File: src/rtl/adc_bcd_display_if.sv
// Bundles the ADC-side pins and the display-side outputs of adc_bcd_display.
// master: the sampler itself (drives start/status/segments, reads ADC data and EOC).
// slave: the surrounding board/bench (drives ADC data and EOC, observes the rest).
interface adc_bcd_display_if #(
  parameter int DATA_W = 8,
  parameter int DIGITS = 3
);
  logic [DATA_W-1:0]   d;
  logic                eoc_n;
  logic                start;
  logic                busy;
  logic                valid;
  logic                timeout;
  logic                ovf;
  logic [DIGITS*7-1:0] seg;

  modport master (
    input  d, eoc_n,
    output start, busy, valid, timeout, ovf, seg
  );

  modport slave (
    output d, eoc_n,
    input  start, busy, valid, timeout, ovf, seg
  );
endinterface

File: src/rtl/adc_bcd_display.sv
// Purpose: periodic ADC trigger, EOC capture with timeout, sequential binary-to-BCD, 7-segment drive.
// Latency: seg/valid update DATA_W+1 cycles after the capture edge; capture 2 cycles after eoc_n falls.
// Backpressure: none; a period trigger arriving while busy is dropped. Macro LEADING_ZERO_BLANK_EN blanks leading zeros.
module adc_bcd_display #(
  parameter int DATA_W  = 8,
  parameter int DIGITS  = 3,
  parameter int PERIOD  = 50000,
  parameter int START_W = 10,
  parameter int TIMEOUT = 1000
) (
  input  logic                clk,
  input  logic                rst_n,
  adc_bcd_display_if.master   bus
);

  localparam int CNT_W  = (PERIOD > 1) ? $clog2(PERIOD) : 1;
  localparam int PH_MX1 = (START_W > TIMEOUT) ? START_W : TIMEOUT;
  localparam int PH_MAX = (PH_MX1 > DATA_W) ? PH_MX1 : DATA_W;
  localparam int PH_W   = $clog2(PH_MAX + 1);
  localparam int BCD_W  = DIGITS * 4;
  localparam int SEG_W  = DIGITS * 7;

  // Largest value the display can show; anything above is drawn as dashes.
  localparam logic [31:0] MAX_VAL = 32'(10 ** DIGITS - 1);

`ifdef LEADING_ZERO_BLANK_EN
  localparam logic [SEG_W-1:0] SEG_RST = SEG_W'(7'h3F);
`else
  localparam logic [SEG_W-1:0] SEG_RST = {DIGITS{7'h3F}};
`endif

  typedef enum logic [2:0] {
    S_IDLE,
    S_START,
    S_WAIT_EOC,
    S_CONVERT,
    S_UPDATE
  } state_t;

  function automatic logic [6:0] seg_encode(input logic [3:0] n);
    logic [6:0] s;
    case (n)
      4'd0:    s = 7'h3F;
      4'd1:    s = 7'h06;
      4'd2:    s = 7'h5B;
      4'd3:    s = 7'h4F;
      4'd4:    s = 7'h66;
      4'd5:    s = 7'h6D;
      4'd6:    s = 7'h7D;
      4'd7:    s = 7'h07;
      4'd8:    s = 7'h7F;
      4'd9:    s = 7'h6F;
      default: s = 7'h00;
    endcase
    return s;
  endfunction

  // Double-dabble correction: any nibble that would reach 10+ after doubling gets +3 first.
  function automatic logic [BCD_W-1:0] bcd_adjust(input logic [BCD_W-1:0] b);
    logic [BCD_W-1:0] r;
    r = b;
    for (int i = 0; i < DIGITS; i++) begin
      if (b[4*i +: 4] >= 4'd5) r[4*i +: 4] = b[4*i +: 4] + 4'd3;
    end
    return r;
  endfunction

  state_t              state_q, state_d;
  logic [CNT_W-1:0]    cnt_q, cnt_d;
  logic [PH_W-1:0]     ph_q, ph_d;
  logic                eoc_meta_q, eoc_meta_d;
  logic                eoc_s_q, eoc_s_d;
  logic                start_q, start_d;
  logic                busy_q, busy_d;
  logic                valid_q, valid_d;
  logic                timeout_q, timeout_d;
  logic                ovf_q, ovf_d;
  logic [SEG_W-1:0]    seg_q, seg_d;
  logic [DATA_W-1:0]   sample_q, sample_d;
  logic [DATA_W-1:0]   shift_q, shift_d;
  logic [BCD_W-1:0]    bcd_q, bcd_d;

  logic [BCD_W-1:0]    bcd_adj;
  logic [SEG_W-1:0]    seg_disp;
  logic                ovf_c;
`ifdef LEADING_ZERO_BLANK_EN
  logic                lead_seen;
`endif

  assign bcd_adj = bcd_adjust(bcd_q);
  assign ovf_c   = (32'(sample_q) > MAX_VAL);

  // Segment image of the finished BCD value, optionally blanking zeros above the top digit.
  always_comb begin
    seg_disp = '0;
`ifdef LEADING_ZERO_BLANK_EN
    lead_seen = 1'b0;
    for (int i = DIGITS - 1; i >= 0; i--) begin
      if (bcd_q[4*i +: 4] != 4'd0) lead_seen = 1'b1;
      if (lead_seen || (i == 0)) seg_disp[7*i +: 7] = seg_encode(bcd_q[4*i +: 4]);
    end
`else
    for (int i = 0; i < DIGITS; i++) begin
      seg_disp[7*i +: 7] = seg_encode(bcd_q[4*i +: 4]);
    end
`endif
  end

  // Next-state logic: period counter, EOC synchronizer and the sample/convert/update sequencer.
  always_comb begin
    state_d    = state_q;
    ph_d       = ph_q;
    start_d    = start_q;
    valid_d    = 1'b0;
    timeout_d  = timeout_q;
    ovf_d      = ovf_q;
    seg_d      = seg_q;
    sample_d   = sample_q;
    shift_d    = shift_q;
    bcd_d      = bcd_q;
    eoc_meta_d = ~bus.eoc_n;
    eoc_s_d    = eoc_meta_q;

    if (cnt_q == CNT_W'(PERIOD - 1)) cnt_d = '0;
    else                             cnt_d = cnt_q + 1'b1;

    case (state_q)
      S_IDLE: begin
        if (cnt_q == '0) begin
          state_d = S_START;
          start_d = 1'b1;
          ph_d    = '0;
        end
      end
      S_START: begin
        if (ph_q == PH_W'(START_W - 1)) begin
          start_d = 1'b0;
          state_d = S_WAIT_EOC;
          ph_d    = '0;
        end else begin
          ph_d = ph_q + 1'b1;
        end
      end
      S_WAIT_EOC: begin
        if (eoc_s_q) begin
          sample_d = bus.d;
          shift_d  = bus.d;
          bcd_d    = '0;
          ph_d     = '0;
          state_d  = S_CONVERT;
        end else if (ph_q == PH_W'(TIMEOUT - 1)) begin
          timeout_d = 1'b1;
          state_d   = S_IDLE;
        end else begin
          ph_d = ph_q + 1'b1;
        end
      end
      S_CONVERT: begin
        bcd_d   = {bcd_adj[BCD_W-2:0], shift_q[DATA_W-1]};
        shift_d = {shift_q[DATA_W-2:0], 1'b0};
        if (ph_q == PH_W'(DATA_W - 1)) state_d = S_UPDATE;
        else                           ph_d    = ph_q + 1'b1;
      end
      S_UPDATE: begin
        ovf_d     = ovf_c;
        seg_d     = ovf_c ? {DIGITS{7'h40}} : seg_disp;
        valid_d   = 1'b1;
        timeout_d = 1'b0;
        state_d   = S_IDLE;
      end
      default: state_d = S_IDLE;
    endcase

    busy_d = (state_d != S_IDLE);
  end

  // State and registered outputs; reset discards any conversion in flight.
  always_ff @(posedge clk or negedge rst_n) begin
    if (!rst_n) begin
      state_q    <= S_IDLE;
      cnt_q      <= '0;
      ph_q       <= '0;
      eoc_meta_q <= 1'b0;
      eoc_s_q    <= 1'b0;
      start_q    <= 1'b0;
      busy_q     <= 1'b0;
      valid_q    <= 1'b0;
      timeout_q  <= 1'b0;
      ovf_q      <= 1'b0;
      seg_q      <= SEG_RST;
      sample_q   <= '0;
      shift_q    <= '0;
      bcd_q      <= '0;
    end else begin
      state_q    <= state_d;
      cnt_q      <= cnt_d;
      ph_q       <= ph_d;
      eoc_meta_q <= eoc_meta_d;
      eoc_s_q    <= eoc_s_d;
      start_q    <= start_d;
      busy_q     <= busy_d;
      valid_q    <= valid_d;
      timeout_q  <= timeout_d;
      ovf_q      <= ovf_d;
      seg_q      <= seg_d;
      sample_q   <= sample_d;
      shift_q    <= shift_d;
      bcd_q      <= bcd_d;
    end
  end

  assign bus.start   = start_q;
  assign bus.busy    = busy_q;
  assign bus.valid   = valid_q;
  assign bus.timeout = timeout_q;
  assign bus.ovf     = ovf_q;
  assign bus.seg     = seg_q;

endmodule

File: src/flat_wrapper.sv
// flat-port wrapper written by rule: the top's interface ports become plain ports
module adc_bcd_display_flat 
#(
  parameter int DATA_W  = 8,
  parameter int DIGITS  = 3,
  parameter int PERIOD  = 50000,
  parameter int START_W = 10,
  parameter int TIMEOUT = 1000
)
  (clk, rst_n, bus_d, bus_eoc_n, bus_start, bus_busy, bus_valid, bus_timeout, bus_ovf, bus_seg);
  adc_bcd_display_if #(.DATA_W(DATA_W), .DIGITS(DIGITS)) bus_i ();
  input  logic clk;
  input  logic rst_n;
  input wire logic [$bits(bus_i.d)-1:0] bus_d;
  input wire logic [$bits(bus_i.eoc_n)-1:0] bus_eoc_n;
  output wire logic [$bits(bus_i.start)-1:0] bus_start;
  output wire logic [$bits(bus_i.busy)-1:0] bus_busy;
  output wire logic [$bits(bus_i.valid)-1:0] bus_valid;
  output wire logic [$bits(bus_i.timeout)-1:0] bus_timeout;
  output wire logic [$bits(bus_i.ovf)-1:0] bus_ovf;
  output wire logic [$bits(bus_i.seg)-1:0] bus_seg;
  assign bus_i.d = bus_d;
  assign bus_i.eoc_n = bus_eoc_n;
  assign bus_start = bus_i.start;
  assign bus_busy = bus_i.busy;
  assign bus_valid = bus_i.valid;
  assign bus_timeout = bus_i.timeout;
  assign bus_ovf = bus_i.ovf;
  assign bus_seg = bus_i.seg;
  adc_bcd_display #(.DATA_W(DATA_W), .DIGITS(DIGITS), .PERIOD(PERIOD), .START_W(START_W), .TIMEOUT(TIMEOUT)) u_core (.clk(clk), .rst_n(rst_n), .bus(bus_i));
endmodule
File: config.mk
export PLATFORM = sky130hd
export DESIGN_NAME = adc_bcd_display_flat
export DESIGN_NICKNAME = d
export VERILOG_FILES = /design/src/rtl/adc_bcd_display_if.sv /design/src/rtl/adc_bcd_display.sv /design/src/flat_wrapper.sv
export SDC_FILE = /design/constraint.sdc
export NUM_CORES = 1
export LEC_CHECK = 0
export ABC_AREA = 1
export CAP_MARGIN = 20
export CORE_ASPECT_RATIO = 0.7
export CORE_MARGIN = 2
export CORE_UTILIZATION = 30
export DETAILED_ROUTE_END_ITERATION = 8
export PLACE_DENSITY_LB_ADDON = 0.15
export SYNTH_ARGS = -nofsm -noshare
export SYNTH_HDL_FRONTEND = slang
export SYNTH_SLANG_ARGS = --single-unit
File: constraint.sdc
create_clock -name clk -period 1.9 [get_ports clk]
set_input_delay 0.57 -clock clk [delete_from_list [all_inputs] [get_ports clk]]
set_output_delay 0.57 -clock clk [all_outputs]
set_load 0.02 [all_outputs]
==> flow_summary.ini, run 1 <==
[clock_tree]
clockBufferDepth = 2
path_clk_slew_ns = 0.06
ctsHoldBuffers = 0
cts_setup_buffers = 0
cts_buffers = 9
clk_latency_ns = 0.34
cts_sinks = 76
post_cts_resize_count = 19
cts_root_buffer = clkbuf_16
htreeDepth = 3
cts_tree = yes

[layout]
fillers = 1531
register_area_um2 = 1924
final_layout_size_suffix_gt1_share_pct = 12.20
final_cell_mix = nand2_1, inv_1, nor2_1
diodes = 0
multi_input_area_um2 = 2187
nets = 645
synthToLayoutAreaGrowth_pct = 20.36
final_cells = 810
final_common_cell = nand2_1

[synthesis]
synth.area.top_cells = dfrtp_1, dfstp_2, nand2_1
yosys.area.top_type = dfrtp_1
yosysSeqAreaShare_pct = 42.72
synth_nets = 596
synth_edf_count = 0
netlist_instances = 561
ys_seq_elements = 76
async_flop_share_pct = 100.0
yosysUniqueCellTypes = 45
synth_top_area_share_pct = 32.22
synth.avg_cell_area_um2 = 8.029
yosys_warnings = 0
synth_top_flop_cell = dfrtp_1
synth_area_um2 = 4504

[setup_path]
cp_data_arrival_time_ns = 1.30
crit_buf_inv = 1
crit_family = buffers and inverters
cp_slowest_cell = clkdlybuf4s50_1
r2r_start = u_core.state_q[2]
required_ns = 1.33
rr_worst_depth = 7
cp_cell_sequence = clkdlybuf4s50_1
reg2reg_slack_ns = 0.17
critPathKind = reg -> out
r2r_end = u_core.shift_q[1]
cp_max_fo = 2
crit_path_end_kind = output pin
worstSetupStartpointType = flip-flop
max_stage_delay_ns = 0.61

[global_routing]
grt_pass1_vias = 3641
grt_pass1_wl_um = 19150
grt_max_degree = 28
overflow = 0
grt_usage_pct = 15.40
antenna_found_initial = 0

[place]
placed_cells = 794
dpl.hpwl_um = 8466
port_buffers = 35
gp_congestion = 0.8536

[timing]
hold_viol = 0
max-slew-margin-rel_pct = 62.65
setup_viol = 0
fin_crit_ns = 1.869
worstMarginPinSlew_ns = 0.5577
fmax_ghz = 0.5351
finClkSkew_ns = 0.007844
tns_ns = 0
fin_crit_sh_pct = 98.37
finalMaxSlewViolations = 0
grt_setup_unrepaired = false

[detailed_routing]
drc = 0
routedWlPerCell_um = 14.22
ant_nets = 0
wl_um = 11520
via_per_inst = 4.793
drt_iter0_drc = 350
routed-via-count = 3882
first_pass_iters = 7

[worst_hold_path]
hold_path_class = in -> async

[job]
drv_cap = 0

[floorplan]
die_width_um = 150.5
coreArea_um2 = 14680
pin_count = 37
die_area_um2 = 16030
rows = 37
die_h_um = 106.5
start_util_pct = 30.69

[power]
powerDensity_nw_per_um2 = 1250
power_leakage_nw = 2.713
ir_drop_v = 0.0004610

[run_status]
status = complete, no violations
==> cells by family after synthesis <==
kind of cell	synth area share [%]
xor gates and xnor gates	1.750
adders and majority gates	6.667
other	0.08325
and+or+nand+nor	25.86
buffers and inverters	8.917
AOI/OAI and AO/OA	14.00
DFF	42.72
==> final cells by class <==
type / count / share of cell area (%)
clock buffers: 13 / 4.431
clock inverters: 3 / 0.3231
inverters: 81 / 5.608
multi-input cells: 389 / 40.34
flip-flops and latches: 76 / 35.50
well taps: 195 / 4.500
repair buffers: 53 / 9.301
==> layer usage <==
| layer | vias to the layer above | routed length [µm] | part of all wire (%) | GRT usage (%) |
|---|---|---|---|---|
| met5 | - | 0 | 0 | 0 |
| met1 | 1822 | 6469 | 56 | 25.13 |
| met4 | 0 | 178 | 1.5 | 4.852 |
| met2 | 88 | 4296 | 37 | 19.19 |
| met3 | 16 | 577 | 5.0 | 3.519 |
| li1 | 1956 | - | - | - |
==> cells in the mapped netlist (6+ instances only) <==
library cell	number
a21oi_1	29
ha_1	24
nor3_1	13
o21ai_1	11
nand3_1	37
dfrtp_1	58
o21ai_0	34
nand2_1	92
o22ai_1	8
inv_2	6
xor2_1	8
nand4_1	12
o211ai_1	12
dfstp_2	18
inv_1	74
buf_2	6
nor2_1	70
==> worst max path at each step <==
stage	startpoint	endpoint	slack, ns	cells after the start
2_1_floorplan	u_core.ph_q[0]	u_core.ph_q[3]	0.39	10
4_1_cts	u_core.bus.start	bus_start	0.01	1
3_3_place_gp	u_core.state_q[2]	u_core.shift_q[1]	0.11	9
3_5_place_dp	u_core.state_q[2]	u_core.shift_q[1]	0.10	9
6_report	u_core.bus.start	bus_start	0.03	1
5_1_grt	u_core.bus.start	bus_start	0.007	1
==> sequential cells by signal (all words and copies together), names as in the netlist, 3 cells and up <==
register        count
u_core.bcd_q       12
u_core.bus.seg     21
u_core.cnt_q       16
u_core.ph_q        10
u_core.shift_q      8
u_core.state_q      3
==> stage by stage <==
stage	util (%)	hold WS, ns	area, µm²	worst slack [ns]	power, mW
floorplan	-	0.2744	4504	0.3917	4.420
global placement	35.24	0.3598	5171	0.1138	5.267
detailed placement	35.24	0.3411	5171	0.1006	5.299
CTS	36.83	0.1741	5405	0.009735	6.812
global route	36.94	0.1843	5421	0.006805	7.323
finish	36.94	0.1634	5421	0.03105	6.775
==> report_power, final <==
group,leakage [nW],switching [mW],internal (mW)
combinational,1.65,1.84,0.982
clock,0.124,0.676,0.882
sequential,0.944,0.313,2.08
total,2.71,2.83,3.94
Note: power is estimated with default switching activity, not from simulation.
==> run 2, diff against run 1 <==
clock period = 1.7 ns   (was 1.9 ns; I/O delays follow)
==> flow_summary.ini, run 2 (synthesis gave the netlist of run 1 again) <==
[power]
finalPower_mw = 7.936
powerDensity_nw_per_um2 = 1382
ir_drop_v = 0.0006119
power_leakage_nw = 2.833

[global_routing]
use_met1_pct = 23.01
grt_max_degree = 41
grt_usage_pct = 14.89
top_usage_layer = met1
use_met2_pct = 20.75
overflow = 0
antenna_found_initial = 0
grt_util_met3_pct = 3.519
grt_pass1_vias = 3803
grt_pass1_wl_um = 18840

[run_status]
status = complete, no violations

[detailed_routing]
ant_nets = 0
drc = 0
drt_iter0_drc = 220
wl_um = 11010
via_per_inst = 4.694
routedWlPerCell_um = 13.04
routed-via-count = 3962
first_pass_iters = 4

[timing]
fin_crit_sh_pct = 97.80
hold_viol = 0
fmax_ghz = 0.6015
setup_viol = 0
hold_slack_ns = 0.1429
finalMaxSlewViolations = 0
fin_crit_ns = 1.663
finClkSkew_ns = 0.007652
worst_slack_ns = 0.03746

[place]
port_buffers = 35
gp_congestion = 0.8485
placed_cells = 827
dp_worst_setup_slack_ns = 0.01533
dpl.hpwl_um = 8286
placed_cell_area_um2 = 5419

[setup_path]
crit_path_end_kind = output pin
max_stage_delay_ns = 0.53
r2r_end = u_core.ph_q[3]
cp_cell_sequence = clkdlybuf4s15_1
r2r_start = u_core.ph_q[6]
crit_buf_inv = 1
worstSetupStartpointType = flip-flop
cp_slowest_cell = dfstp_2
required_ns = 1.19
cp_data_arrival_time_ns = 1.15
crit_family = flip-flops
critPathKind = reg -> out
reg2reg_slack_ns = 0.07
rr_worst_depth = 9
cp_max_fo = 2

[floorplan]
die_area_um2 = 16030
coreArea_um2 = 14680
pin_count = 37
die_width_um = 150.5
start_util_pct = 30.69
rows = 37
die_h_um = 106.5

[worst_hold_path]
hold_path_class = in -> async

[layout]
multi_input_area_um2 = 2275
register_area_um2 = 1928
final_cells = 844
synthToLayoutAreaGrowth_pct = 27.50
final_layout_size_suffix_gt1_share_pct = 22.96
diodes = 0
final_common_cell = nand2_1
largest_reg_flops = 21
finalInstanceArea_um2 = 5743
nets = 679
final_cell_mix = nand2_1, inv_1, nor2_1
fillers = 1486

[job]
drv_cap = 0

[clock_tree]
htreeDepth = 3
cts_buffers = 9
cts_sinks = 76
clockBufferDepth = 2
cts_tree = yes
path_clk_slew_ns = 0.06
clk_latency_ns = 0.33
ctsHoldBuffers = 0
cts_root_buffer = clkbuf_16
[run 2: repair_timing]
action | CTS | global route
pin swaps | 0 | 9
buffers inserted | 0 | 1
cloned | 0 | 0
endpoints found under the setup margin | 25 | 53
resized for setup | 43 | 48
[run 2: power by group]
part	switching (mW)	internal, mW	leakage [nW]
Clock	0.780	1.14	0.142
Sequential	0.302	2.32	0.939
Combinational	2.12	1.28	1.75
[run 2: worst max-delay path by stage]
| stage | start | endpoint | slack, ns | depth (start not counted) |
|---|---|---|---|---|
| 2_1_floorplan | u_core.ph_q[0] | u_core.ph_q[3] | 0.19 | 10 |
| 3_3_place_gp | u_core.ph_q[0] | u_core.ph_q[5] | 0.00003 | 9 |
| 3_5_place_dp | u_core.ph_q[0] | u_core.ph_q[5] | 0.02 | 9 |
| 4_1_cts | u_core.ph_q[0] | u_core.ph_q[5] | 0.004 | 9 |
| 5_1_grt | u_core.ph_q[6] | u_core.ph_q[3] | -0.03 | 9 |
| 6_report | u_core.bus.seg[2] | bus_seg[2] | 0.04 | 1 |
[run 2: area by class of cell]
| cell class | count | share of cell area, % |
|---|---|---|
| Sequential cell | 76 | 33.57 |
| Clock inverter | 6 | 1.133 |
| Clock buffer | 10 | 3.987 |
| Timing Repair Buffer | 87 | 12.11 |
| Multi-Input combinational cell | 389 | 39.61 |
| Inverter | 81 | 5.338 |
| Tap cell | 195 | 4.248 |
[run 2: metal layers]
layer	up-vias	routed length (µm)
met3	5	341
met4	0	65
met1	1883	6066
li1	2017	-
met5	-	0
met2	57	4532
[run 2: metrics by stage]
| stage | util, % | setup TNS [ns] |
|---|---|---|
| 3_3_place_gp | 36.93 | 0 |
| 5_1_grt | 39.13 | -0.1167 |
| 3_5_place_dp | 36.93 | 0 |
| 4_1_cts | 38.87 | 0 |
| 6_report | 39.13 | 0 |
| 2_1_floorplan | - | 0 |
==> run 3, diff against run 2 <==
PLACE_DENSITY = 0.52   (was unset)
PLACE_DENSITY_LB_ADDON = unset   (was 0.15)
==> flow_summary.ini, run 3 (synthesis gave the netlist of run 1 again) <==
[setup_path]
reg2reg_slack_ns = 0.05
cp_data_arrival_time_ns = 1.16
crit_path_end_kind = output pin
cp_slowest_cell = dfstp_2
crit_buf_inv = 1
max_stage_delay_ns = 0.53
cp_cell_sequence = clkdlybuf4s15_1
worstSetupStartpointType = flip-flop
crit_family = flip-flops
critPathKind = reg -> out
critPathLaunch = u_core.bus.seg[5]
required_ns = 1.19
cp_max_fo = 2
r2r_start = u_core.ph_q[0]

[power]
sequentialPowerShare_pct = 32.3
p_clk_share_pct = 23.9
ir_drop_v = 0.0006162
power_leakage_nw = 2.834
power.internal_mw = 4.893
switching_share_pct = 40.91
powerDensity_nw_per_um2 = 1431
finalPower_mw = 8.281
switching_power_mw = 3.388
power_frac_comb_pct = 43.8

[layout]
final_cell_mix = nand2_1, inv_1, nor2_1
synthToLayoutAreaGrowth_pct = 28.44
final_common_cell = nand2_1
final_layout_size_suffix_gt1_share_pct = 21.46
largest_reg_flops = 21
diodes = 0
nets = 673

[floorplan]
die_area_um2 = 16030
coreArea_um2 = 14680
die_width_um = 150.5
pin_count = 37
start_util_pct = 30.69
die_h_um = 106.5
rows = 37

[clock_tree]
cts_buffers = 9
ctsHoldBuffers = 0
path_clk_slew_ns = 0.06
htreeDepth = 3
clockBufferDepth = 2
cts_root_buffer = clkbuf_16
clk_latency_ns = 0.34
cts_sinks = 76
cts_tree = yes

[timing]
fin_crit_sh_pct = 98.16
fmax_ghz = 0.5992
grt_setup_unrepaired = true
finClkSkew_ns = 0.005584
tns_ns = 0
hold_viol = 0
finalMaxSlewViolations = 0
setup_viol = 0
fin_crit_ns = 1.669

[detailed_routing]
routedWlPerCell_um = 14.09
drt_iter0_drc = 348
via_per_inst = 4.839
ant_nets = 0
first_pass_iters = 5
wl_um = 11810
drc = 0
routed-via-count = 4055

[place]
port_buffers = 35
dpl.hpwl_um = 8438
gp_congestion = 0.9013

[global_routing]
overflow = 0
grt_pass1_vias = 3945
grt_pass1_wl_um = 19420
grt_usage_pct = 15.37
grt_max_degree = 30
antenna_found_initial = 0

[job]
drv_cap = 0

[run_status]
status = complete, no violations

[worst_hold_path]
hold_path_class = in -> async
-- run 3: cell types whose count changed in the layout (fill, tap and decap cells not counted), moves of 3 or more --
cell,before,now
nor2_1,63,66
clkdlybuf4s15_1,3,7
nor3_2,4,1
buf_4,49,39
clkbuf_2,15,11
-- run 3: stage by stage --
step	hold WS [ns]	worst slack, ns	utilization [%]	instances	instance area [µm²]
2_1_floorplan	0.2144	0.1917	-	561	4504
3_3_place_gp	0.3397	0.06944	36.53	816	5361
3_5_place_dp	0.3484	-0.005479	36.53	816	5361
4_1_cts	0.06886	0.007112	38.61	832	5667
5_1_grt	0.07434	-0.04911	39.42	838	5786
6_report	0.06190	0.03121	39.42	838	5786
-- run 3: worst paths after layout --
kind,end,cells after the start
max,bus_seg[5],1
min,u_core.shift_q[0],1
max reg2reg,u_core.ph_q[0],9
min reg2reg,u_core.eoc_s_q,0
max in group asynchronous,u_core.bus.seg[4],2
min in group clk,u_core.eoc_s_q,0
-- run 3: per-layer routing --
layer  part of all wire (%)  track usage, %  vias up  wire length (µm)
li1                       -               -     2004                 -
met2                     43           22.40       98              5037
met5                      0               0        -                 0
met4                    1.7           5.526        0               199
met3                    5.0           3.047       16               588
met1                     51           22.39     1937              5985
-- run 3: final cells by class --
class	count	area, µm²
clock buffers	12	256.5
clock inverters	4	48.80
fillers	1461	8890
inverters	81	306.5
multi-input cells	390	2296
flip-flops and latches	76	1928
well taps	195	244.0
repair buffers	80	705.7
-- run 3: repair_timing --
action,in CTS,in global routing
buffers inserted,0,4
resized for setup,44,43
setup endpoints to repair,32,35
cloned,0,2
pin swaps,0,13
-- run 3: power by group through the flow --
stage	logic (mW)	clock network [mW]	registers, mW
2_1_floorplan	2.13	0	2.81
3_3_place_gp	3.40	0	2.66
3_5_place_dp	3.45	0	2.68
4_1_cts	3.42	2.04	2.65
5_1_grt	4.04	2.11	2.73
6_report	3.63	1.98	2.67
